==> config.mk <==
export PLATFORM = sky130hd
export DESIGN_NAME = cordic_iter_engine
export DESIGN_NICKNAME = d
export VERILOG_FILES = /design/src/rtl/cordic_pkg.sv /design/src/rtl/cordic_sm_conv.sv /design/src/rtl/cordic_iter_engine.sv
export SDC_FILE = /design/constraint.sdc
export NUM_CORES = 2
export LEC_CHECK = 0
export CORE_MARGIN = 3
export CORE_UTILIZATION = 25
export CTS_CLUSTER_DIAMETER = 120
export DETAILED_ROUTE_END_ITERATION = 8
export PLACE_DENSITY = 0.39
export SYNTH_ARGS = -nofsm -noshare
export SYNTH_HDL_FRONTEND = slang
export SYNTH_SLANG_ARGS = --single-unit
==> constraint.sdc <==
create_clock -name clk -period 14.93 [get_ports clk]
set_input_delay 4.479 -clock clk [delete_from_list [all_inputs] [get_ports clk]]
set_output_delay 4.479 -clock clk [all_outputs]
set_load 0.03 [all_outputs]
==> src/rtl/cordic_pkg.sv <==
// Shared CORDIC constants: angle table, gain, quarter-turn constant, mode and state codes.
package cordic_pkg;

    typedef enum logic {
        MODE_ROT = 1'b0,
        MODE_VEC = 1'b1
    } mode_e;

    localparam logic [2:0] S_IDLE = 3'd0;
    localparam logic [2:0] S_PRE  = 3'd1;
    localparam logic [2:0] S_ITER = 3'd2;
    localparam logic [2:0] S_GAIN = 3'd3;
    localparam logic [2:0] S_DONE = 3'd4;

    // Elaboration-time constants are built in Q4.60, then rounded to the datapath scale.
    localparam int unsigned CF      = 60;
    localparam int unsigned KF      = 32;
    localparam logic [63:0] PI_2_CF = 64'h1921_FB54_442D_1847;
    localparam logic [63:0] PI_4_CF = 64'h0C90_FDAA_2216_8C23;

    function automatic logic [63:0] cf_round(logic [63:0] v, int unsigned fb);
        return (v + (64'd1 << (CF - fb - 1))) >> (CF - fb);
    endfunction

    function automatic logic [63:0] pi_2_fx(int unsigned fb);
        return cf_round(PI_2_CF, fb);
    endfunction

    // atan(2^-i) by its odd power series; i=0 uses the exact pi/4 constant.
    function automatic logic [63:0] atan_fx(int unsigned fb, int unsigned i);
        logic [63:0] acc;
        int unsigned sh;
        if (i == 0) return cf_round(PI_4_CF, fb);
        acc = '0;
        for (int unsigned k = 0; k < 32; k++) begin
            sh = i * (2 * k + 1);
            if (sh <= CF) begin
                if (k % 2 == 0) acc = acc + ((64'd1 << (CF - sh)) / 64'(2 * k + 1));
                else            acc = acc - ((64'd1 << (CF - sh)) / 64'(2 * k + 1));
            end
        end
        return cf_round(acc, fb);
    endfunction

    // K = 1/sqrt(prod(1+4^-i)), returned as an unsigned Q0.KF fraction.
    function automatic logic [KF-1:0] k_gain(int unsigned iter);
        logic [63:0] p;
        logic [63:0] n;
        logic [63:0] res;
        logic [63:0] bit_v;
        p = 64'd1 << CF;
        for (int unsigned i = 0; i < iter; i++) p = p + (p >> (2 * i));
        n     = p;
        res   = '0;
        bit_v = 64'd1 << 62;
        for (int unsigned j = 0; j < 32; j++) begin
            if (n >= res + bit_v) begin
                n   = n - (res + bit_v);
                res = (res >> 1) + bit_v;
            end else begin
                res = res >> 1;
            end
            bit_v = bit_v >> 2;
        end
        return KF'((64'd1 << (CF / 2 + KF)) / res);
    endfunction

endpackage

==> src/rtl/cordic_sm_conv.sv <==
// Sign-magnitude <-> two's-complement converter; the towards-sign-magnitude direction saturates.
module cordic_sm_conv #(
    parameter int unsigned IN_W  = 32,
    parameter int unsigned OUT_W = 34,
    parameter bit          TO_SM = 1'b0
) (
    input  logic [IN_W-1:0]  a_i,
    output logic [OUT_W-1:0] b_o,
    output logic             sat_o
);

    if (TO_SM) begin : g_to_sm
        localparam logic [IN_W-1:0] MAG_MAX = IN_W'({(OUT_W-1){1'b1}});
        logic [IN_W-1:0] mag;
        logic            big;
        assign mag   = a_i[IN_W-1] ? -a_i : a_i;
        assign big   = mag > MAG_MAX;
        // A non-zero negative value always has a non-zero magnitude, so -0 cannot appear.
        assign b_o   = {a_i[IN_W-1], big ? MAG_MAX[OUT_W-2:0] : mag[OUT_W-2:0]};
        assign sat_o = big;
    end else begin : g_to_tc
        logic [OUT_W-1:0] ext;
        assign ext   = OUT_W'(a_i[IN_W-2:0]);
        assign b_o   = a_i[IN_W-1] ? -ext : ext;
        assign sat_o = 1'b0;
    end

endmodule

==> src/rtl/cordic_iter_engine.sv <==
// Iterative CORDIC engine: quadrant fold, one shared shift/add micro-rotation per clock, final gain multiply.
module cordic_iter_engine
    import cordic_pkg::*;
#(
    parameter int unsigned W    = 32,
    parameter int unsigned ITER = 16,
    parameter int unsigned GW   = 2
) (
    input  logic         clk,
    input  logic         reset,
    input  logic         in_valid,
    output logic         in_ready,
    input  logic         mode,
    input  logic [W-1:0] x_in,
    input  logic [W-1:0] y_in,
    input  logic [W-1:0] z_in,
    output logic         out_valid,
    input  logic         out_ready,
    output logic [W-1:0] x_out,
    output logic [W-1:0] y_out,
    output logic [W-1:0] z_out,
    output logic         ovf
);

    localparam int unsigned   IW     = W + GW;
    localparam int unsigned   IXW    = (ITER > 1) ? $clog2(ITER) : 1;
    localparam logic [IW-1:0] PI_2   = IW'(pi_2_fx(W - 3));
    localparam logic [KF-1:0] K_ITER = k_gain(ITER);

    logic [2:0]     state_q, state_d;
    mode_e          mode_q, mode_d;
    logic [IXW-1:0] i_q, i_d;
    logic [IW-1:0]  x_q, x_d, y_q, y_d, z_q, z_d;
    logic           in_ready_q, in_ready_d, out_valid_q, out_valid_d, ovf_q, ovf_d;
    logic [W-1:0]   x_out_q, x_out_d, y_out_q, y_out_d, z_out_q, z_out_d;

    logic [IW-1:0]  x_tc, y_tc, z_tc, x_sh, y_sh, atan_i;
    logic [W-1:0]   x_sm, y_sm, z_sm;
    logic           x_sat, y_sat, d_pos;
    logic [3:0]     unused_sat;
    logic [IW-1:0]  atan_tab [ITER];

    cordic_sm_conv #(.IN_W(W), .OUT_W(IW), .TO_SM(1'b0)) u_cx_in (.a_i(x_in), .b_o(x_tc), .sat_o(unused_sat[0]));
    cordic_sm_conv #(.IN_W(W), .OUT_W(IW), .TO_SM(1'b0)) u_cy_in (.a_i(y_in), .b_o(y_tc), .sat_o(unused_sat[1]));
    cordic_sm_conv #(.IN_W(W), .OUT_W(IW), .TO_SM(1'b0)) u_cz_in (.a_i(z_in), .b_o(z_tc), .sat_o(unused_sat[2]));
    cordic_sm_conv #(.IN_W(IW), .OUT_W(W), .TO_SM(1'b1)) u_cx_out (.a_i(x_q), .b_o(x_sm), .sat_o(x_sat));
    cordic_sm_conv #(.IN_W(IW), .OUT_W(W), .TO_SM(1'b1)) u_cy_out (.a_i(y_q), .b_o(y_sm), .sat_o(y_sat));
    cordic_sm_conv #(.IN_W(IW), .OUT_W(W), .TO_SM(1'b1)) u_cz_out (.a_i(z_q), .b_o(z_sm), .sat_o(unused_sat[3]));

    for (genvar g = 0; g < ITER; g++) begin : g_atan
        assign atan_tab[g] = IW'(atan_fx(W - 3, g));
    end

    // Single shared barrel shifter and angle lookup, both indexed by the iteration counter.
    assign x_sh   = IW'($signed(x_q) >>> i_q);
    assign y_sh   = IW'($signed(y_q) >>> i_q);
    assign atan_i = atan_tab[i_q];
    assign d_pos  = (mode_q == MODE_ROT) ? !z_q[IW-1] : y_q[IW-1];

    // Multiply by K on the magnitude so the discarded fraction truncates toward zero.
    function automatic logic [IW-1:0] gain_mul(logic [IW-1:0] v);
        logic [IW-1:0]    mag;
        logic [IW+KF-1:0] prod;
        logic [IW-1:0]    res;
        mag  = v[IW-1] ? -v : v;
        prod = (IW+KF)'(mag) * (IW+KF)'(K_ITER);
        res  = IW'(prod >> KF);
        return v[IW-1] ? -res : res;
    endfunction

    always_comb begin
        state_d     = state_q;
        mode_d      = mode_q;
        i_d         = i_q;
        x_d         = x_q;
        y_d         = y_q;
        z_d         = z_q;
        out_valid_d = out_valid_q;
        x_out_d     = x_out_q;
        y_out_d     = y_out_q;
        z_out_d     = z_out_q;
        ovf_d       = ovf_q;
        case (state_q)
            S_IDLE: begin
                if (in_valid && in_ready_q) begin
                    mode_d  = mode_e'(mode);
                    x_d     = x_tc;
                    y_d     = y_tc;
                    z_d     = z_tc;
                    state_d = S_PRE;
                end
            end
            S_PRE: begin
                if (mode_q == MODE_ROT) begin
                    if ($signed(z_q) > $signed(PI_2)) begin
                        x_d = -y_q;
                        y_d = x_q;
                        z_d = z_q - PI_2;
                    end else if ($signed(z_q) < -$signed(PI_2)) begin
                        x_d = y_q;
                        y_d = -x_q;
                        z_d = z_q + PI_2;
                    end
                end else if (x_q[IW-1]) begin
                    if (!y_q[IW-1]) begin
                        x_d = y_q;
                        y_d = -x_q;
                        z_d = z_q + PI_2;
                    end else begin
                        x_d = -y_q;
                        y_d = x_q;
                        z_d = z_q - PI_2;
                    end
                end
                i_d     = '0;
                state_d = S_ITER;
            end
            S_ITER: begin
                if (d_pos) begin
                    x_d = x_q - y_sh;
                    y_d = y_q + x_sh;
                    z_d = z_q - atan_i;
                end else begin
                    x_d = x_q + y_sh;
                    y_d = y_q - x_sh;
                    z_d = z_q + atan_i;
                end
                if (i_q == IXW'(ITER - 1)) state_d = S_GAIN;
                else                       i_d     = i_q + IXW'(1);
            end
            S_GAIN: begin
                x_d     = gain_mul(x_q);
                y_d     = gain_mul(y_q);
                state_d = S_DONE;
            end
            S_DONE: begin
                // First DONE cycle registers the result; afterwards hold until the consumer takes it.
                if (!out_valid_q) begin
                    out_valid_d = 1'b1;
                    x_out_d     = x_sm;
                    y_out_d     = y_sm;
                    z_out_d     = z_sm;
                    ovf_d       = x_sat | y_sat;
                end else if (out_ready) begin
                    out_valid_d = 1'b0;
                    state_d     = S_IDLE;
                end
            end
            default: state_d = S_IDLE;
        endcase
        in_ready_d = (state_d == S_IDLE);
    end

    always_ff @(posedge clk) begin
        if (reset) begin
            state_q     <= S_IDLE;
            mode_q      <= MODE_ROT;
            i_q         <= '0;
            x_q         <= '0;
            y_q         <= '0;
            z_q         <= '0;
            in_ready_q  <= 1'b1;
            out_valid_q <= 1'b0;
            x_out_q     <= '0;
            y_out_q     <= '0;
            z_out_q     <= '0;
            ovf_q       <= 1'b0;
        end else begin
            state_q     <= state_d;
            mode_q      <= mode_d;
            i_q         <= i_d;
            x_q         <= x_d;
            y_q         <= y_d;
            z_q         <= z_d;
            in_ready_q  <= in_ready_d;
            out_valid_q <= out_valid_d;
            x_out_q     <= x_out_d;
            y_out_q     <= y_out_d;
            z_out_q     <= z_out_d;
            ovf_q       <= ovf_d;
        end
    end

    assign in_ready  = in_ready_q;
    assign out_valid = out_valid_q;
    assign x_out     = x_out_q;
    assign y_out     = y_out_q;
    assign z_out     = z_out_q;
    assign ovf       = ovf_q;

endmodule

Word-level counts from Yosys, hierarchy flattened
Memory sizes are Yosys's and may differ from the RTL's.
Cells that the tools add are included.

storage, ports and cells
  bits in registers = 209
  latch bits = 0
  memory bits (writable) = 0
  bits in read-only memories = 544
  output and inout bits = 99
  word-level logic and storage cells = 112
  memories kept = 1

memories
  memory            depth  bits a word  rd ports  clocked after Yosys merged registers in  wr ports  line                      source
  (name not given)  16     34           1         0                                        0         cordic_iter_engine.sv:57  assign atan_i = atan_tab[i_q];

cells by class
  add/sub/neg operators = 17
  multiply operators = 2
  div/mod/pow operators = 0
  magnitude comparators = 6
  equality and inequality tests = 9
  shifts and indexed selects = 2
  muxes and demuxes = 46
  bitwise gates (word level) = 3
  reduce and logical (&&, ||, !) cells = 13

operators by type and width
  operator                number
  $mux 34                 30
  $pmux 34 s4             2
  $neg 34->34             5
  $gt 34x31->1 const B    4
  $mul 34x31->65 const B  2
  $add 34x34->34          3
  $neg 31->34             3
  $pmux 34 s3             1
  $sub 34x34->34          3
  $mux 31                 3
  $sshr 34x4->34          2
  $add 34x30->34 const B  1
  $lt 34x31->1 const B    1
  $sub 34x30->34 const B  1
  $pmux 3 s5              1
  $mux 3                  4
  $pmux 4 s2              1
  $reduce_and 4->1        2
  $eq 3x2->1 const B      2
  $logic_not 3->1         2
  $reduce_and 2->1        3
  $ge 5x5->1 const B      1
  $not 4->5               1
  $add 4x1->4 const B     1
  other kinds (16)        19

Longest topological paths before layout
  word-level depth = 7
  depth in mapped cells = 41
  depth with buffers taken out = 41

Hierarchy
Synthesis repeated with hierarchy kept, for this count alone.

second synthesis, totals
  cell total of the unflattened synthesis = 8454
  area, all modules = 71622.4 µm²

modules (own cells, without submodules)
  module                         instances  cells an instance  area each (µm²)
  cordic_iter_engine             1          7686               65769.3
  cordic_sm_conv (u_cx_out ...)  2          152                1213.7
  cordic_sm_conv (u_cx_in ...)   3          104                774.5
  cordic_sm_conv (u_cz_out)      1          152                1102.3

Worst setup path before layout
OpenSTA, ideal clock, no wires.

  path type = register to register
  start point = reg x_q[14]
  end point = reg x_q[30]
  data arrival time = 10.958 ns
  required time = 14.808 ns
  path slack = 3.851 ns
  cell stages (with the launch flop) = 38
  path buffers = 3
  period minus slack after synthesis = 11.079 ns
  cells stage by stage = dfxtp_1 buf_6 or3_4 or4_1 or2_1 or4_4 or3_4 or2_1 buf_2 o41ai_1 xor2_1 inv_1 ha_1 fa_1 fa_1 inv_1 fa_1 inv_1 (+2 left out) fa_1 inv_1 fa_1 inv_1 ha_1 clkbuf_1 a21oi_1 o21ai_1 a211oi_2 o221ai_1 a211oi_2 xnor2_1 a2111oi_1 nand4_1 or4_4 o41ai_2 xnor2_1 a221o_1

between the ends
  word-level cells in the longest chain between the ends = 6
  elaborated cells on any way between the ends = 9

RTL lines
  item                    line                       source
  start, declared         cordic_iter_engine.sv:33   logic [IW-1:0] x_q, x_d, y_q, y_d, z_q, z_d;
  start signal, assigned  cordic_iter_engine.sv:159  x_q <= '0;
  start signal, assigned  cordic_iter_engine.sv:172  x_q <= x_d;
  $neg 34->34             cordic_iter_engine.sv:65   mag = v[IW-1] ? -v : v;
  $mux 34                 cordic_iter_engine.sv:65
  $mul 34x31->65          cordic_iter_engine.sv:66   prod = (IW+KF)'(mag) * (IW+KF)'(K_ITER);
  $neg 34->34             cordic_iter_engine.sv:68   return v[IW-1] ? -res : res;
  $mux 34                 cordic_iter_engine.sv:68
  $pmux 34 s4 (*)         cordic_iter_engine.sv:83   case (state_q)

Every way passes the cells marked *; elsewhere a longest branch is shown, timed or not.
A chain may end at the register's enable or synchronous reset.

Worst setup path after layout
  start point = reg x_q[5]
  end point = reg x_q[17]

Same word-level chain as after synthesis.

==> metrics.md <==
| Metric | Value |
|---|---|
| Reg2reg setup slack | `between 1.5 and 2 ns` |
| Number of placement rows | `191` |
| Syn-to-layout area delta | `11.1%` |
| Setup Crit Path Kind | `flip-flop to flip-flop` |
| Multi-input gate area | `0.0575 sq mm` |
| Clock Latency Late Sink | `roughly 0.70 ns` |
| DR pass1 iterations | `8` |
| Post-CTS Setup Bufs | `0` |
| Final antenna-violating net count | `0` |
| Avg WL per Cell | `~26 um` |
| CTS tree | `yes` |
| First-pass GRT wire length | `approximately 440000 um` |
| Ratio of cells with drive above 1 in the final layout | `under 10%` |
| Seq/Total Area, Yosys | `6.12%` |
| Detailed-route via count | `roughly 59000` |
| DRC viols | `0` |
| Yosys cell types | `~110` |
| Grt ovf | `0` |
| Critical Path Max Stage Delay | `0.80 ns` |
| RSZ-0062 raised after global routing | `false` |
| Syn_area_per_cell | `roughly 8.5 sq um` |
| Setup_tns | `0 ns` |
| Clock Path Buffers | `3` |
| Post-CTS resize count | `0` |
| Fill cells | `~29000` |
| Crit path DAT | `~14 ns` |
| YS warnings | `0` |
| R2r worst-path depth | `35` |
| CTS H-tree lvls | `2` |
| Clock skew | `around 0.063 ns` |
| NumNets Final | `between 9000 and 10000` |
| Final WL | `304000 um` |
| Die ar. | `between 0.2 and 0.3 sq mm` |
| Worst-Margin Slew | `~1.2 ns` |
| Crit end category | `flip-flop` |
| Status | `finished, final reports clean` |
| I/O Buffers | `199` |
| Post-Synthesis Cells | `around 8000` |
| Largest net degree at the start of global routing | `80` |
| Max Cap Viol | `0` |
| Setup violators final | `0` |
| 1st-iter DRT viols | `4776` |
| Crit path from | `x_q[5]` |
| Fmax achieved | `74.9 MHz` |
| Number of synthesized flops with an enable pin | `0` |
| Worst-path maximum fanout | `14` |
| Min cycle time layout | `13.36 ns` |
| Final Max Slew Viols | `0` |
| Final Cycle Share | `between 80 and 90%` |
| Avg Vias per Cell | `~5` |
| Cts hold-fix bufs | `0` |
| Setup crit start kind | `flip-flop` |
| Primary FF master, synth | `dfxtp_1` |
| DIE WIDTH | `529 um` |
| Initial antenna violation count | `32` |
| Core Region | `0.271 sq mm` |
| Startpoint of the worst register-to-register path | `x_q[5]` |
| Worst slew margin | `between 10% and 20%` |
| Commonest non-fill, non-tap cell in the layout | `inv_1` |
| Yosys reg bits | `~210` |
| Root buffer cell | `clkbuf_16` |
| TritonCTS Sinks | `roughly 210` |
| Critical Path End | `x_q[17]` |
| Starting Density | `roughly 25%` |
| Final hold violation count | `0` |
| CTS buffer count | `38` |
| CP max-delay cell | `nor4_1` |
| Crit-path most repeated cell | `fa_1` |
| Clk pin slew, worst setup/hold paths | `0.06 ns` |
| Post-Syn Nets | `9955` |
| Die Ht | `529 um` |
| Final Wtd Congestion | `0.930` |
| Most frequent cells in the layout | `1453 x inv_1, 986 x fa_1, 837 x ha_1` |
| Fraction of registers with async set/reset | `0%` |
| Vias in the first global route | `just over 60000` |
| FF+latch area | `roughly 0.0042 sq mm` |
| Detailed placer's ending HPWL | `about 260000 um` |
| End of the worst register-to-register path | `x_q[17]` |
| Mapped cell area | `around 0.068 sq mm` |
| Worst EP required | `roughly 15 ns` |
| # IOs | `200` |
| GRT Util Overall | `between 20% and 30%` |
| Hold Crit Class | `flip-flop to flip-flop` |
==> synth_stat cells, drive strengths merged, types with 40 or more instances <==
master,instances,area (sq um)
a211oi,127,973
a21o,124,931
a21oi,416,2100
a311oi,45,400
a31oi,63,394
buf,82,397
clkbuf,275,1030
dfxtp,209,4180
fa,986,19700
ha,837,10500
inv,1456,5470
mux2,40,450
mux2i,77,771
mux4,62,1400
nand2,521,1960
nand2b,64,400
nand3,81,405
nand4,72,450
nor2,521,1960
nor3,126,636
o211ai,45,343
o21a,45,338
o21ai,381,1910
o22ai,46,294
o31ai,89,692
or2,48,303
or3,73,472
xnor2,313,2740
xor2,276,2420
==> worst min-delay path by stage <==
stage,startpoint,end,slack (ns),cells past startpoint
floorplan,z_q[6],z_q[6],0.49,2
CTS,x_out[11],x_out[11],0.50,2
global placement,x_out[18],x_out[18],0.48,2
global route,y_out[13],y_out[13],0.52,2
finish,x_out[17],x_out[17],0.50,2
detailed placement,x_out[11],x_out[11],0.49,2
==> layer usage <==
layer  global-route usage, %  vias to the layer above  wire [um]
met5                       0                        -         13
met4                    6.16                        2       9590
met3                    2.35                      293      15200
met2                    35.4                     1761     141000
met1                    29.6                    29712     138000
li1                        -                    26974          -
==> critical path: cells and delay by family, from the launching register on <==
kind / cells / cell delay, ns
fa+ha+maj: 9 / 4.44
xor+xnor: 3 / 0.89
simple gates: 8 / 3.55
compound gates: 10 / 3.29
flops: 1 / 0.47
buf+inv: 5 / 0.58
==> sequential cells by signal, indices dropped and copies added (netlist names) <==
register / cells
out_valid: 1
z_out: 32
i_q: 4
in_ready: 1
y_q: 34
state_q: 3
ovf: 1
x_q: 34
z_q: 34
x_out: 32
y_out: 32
mode_q: 1
==> area by class of cell <==
| type | instances | share of cell area, % |
|---|---|---|
| well taps | 3570 | 5.88 |
| clock inverters | 18 | 0.369 |
| repair buffers | 328 | 3.90 |
| clock buffers | 50 | 1.42 |
| multi-input cells | 6004 | 75.6 |
| inverters | 1461 | 7.22 |
| flip-flops and latches | 209 | 5.53 |
| diodes | 17 | 0.0560 |
==> stage by stage <==
stage / instance area, sq um / util [%] / setup slack, ns / std cells / hold WS (ns)
2_1_floorplan: 68400 / - / 3.85 / 8031 / 0.488
3_3_place_gp: 74600 / 27.5 / 1.78 / 11572 / 0.485
3_5_place_dp: 74600 / 27.5 / 1.67 / 11572 / 0.492
4_1_cts: 75900 / 28.0 / 1.63 / 11640 / 0.498
5_1_grt: 76000 / 28.0 / 0.945 / 11650 / 0.516
6_report: 76000 / 28.0 / 1.57 / 11657 / 0.496
==> logic make-up after synthesis <==
group	after synthesis	synth area share [%]
adders and majority gates	1823	44.2
buffers and inverters	1818	10.1
and+or+nand+nor	1736	12.1
AOI/OAI and AO/OA	1677	16.1
xor gates and xnor gates	589	7.55
DFF	209	6.12
muxes	179	3.83
Power is not shown: default switching activity piles up to over one toggle a cycle in this logic, so the estimate is an artifact.
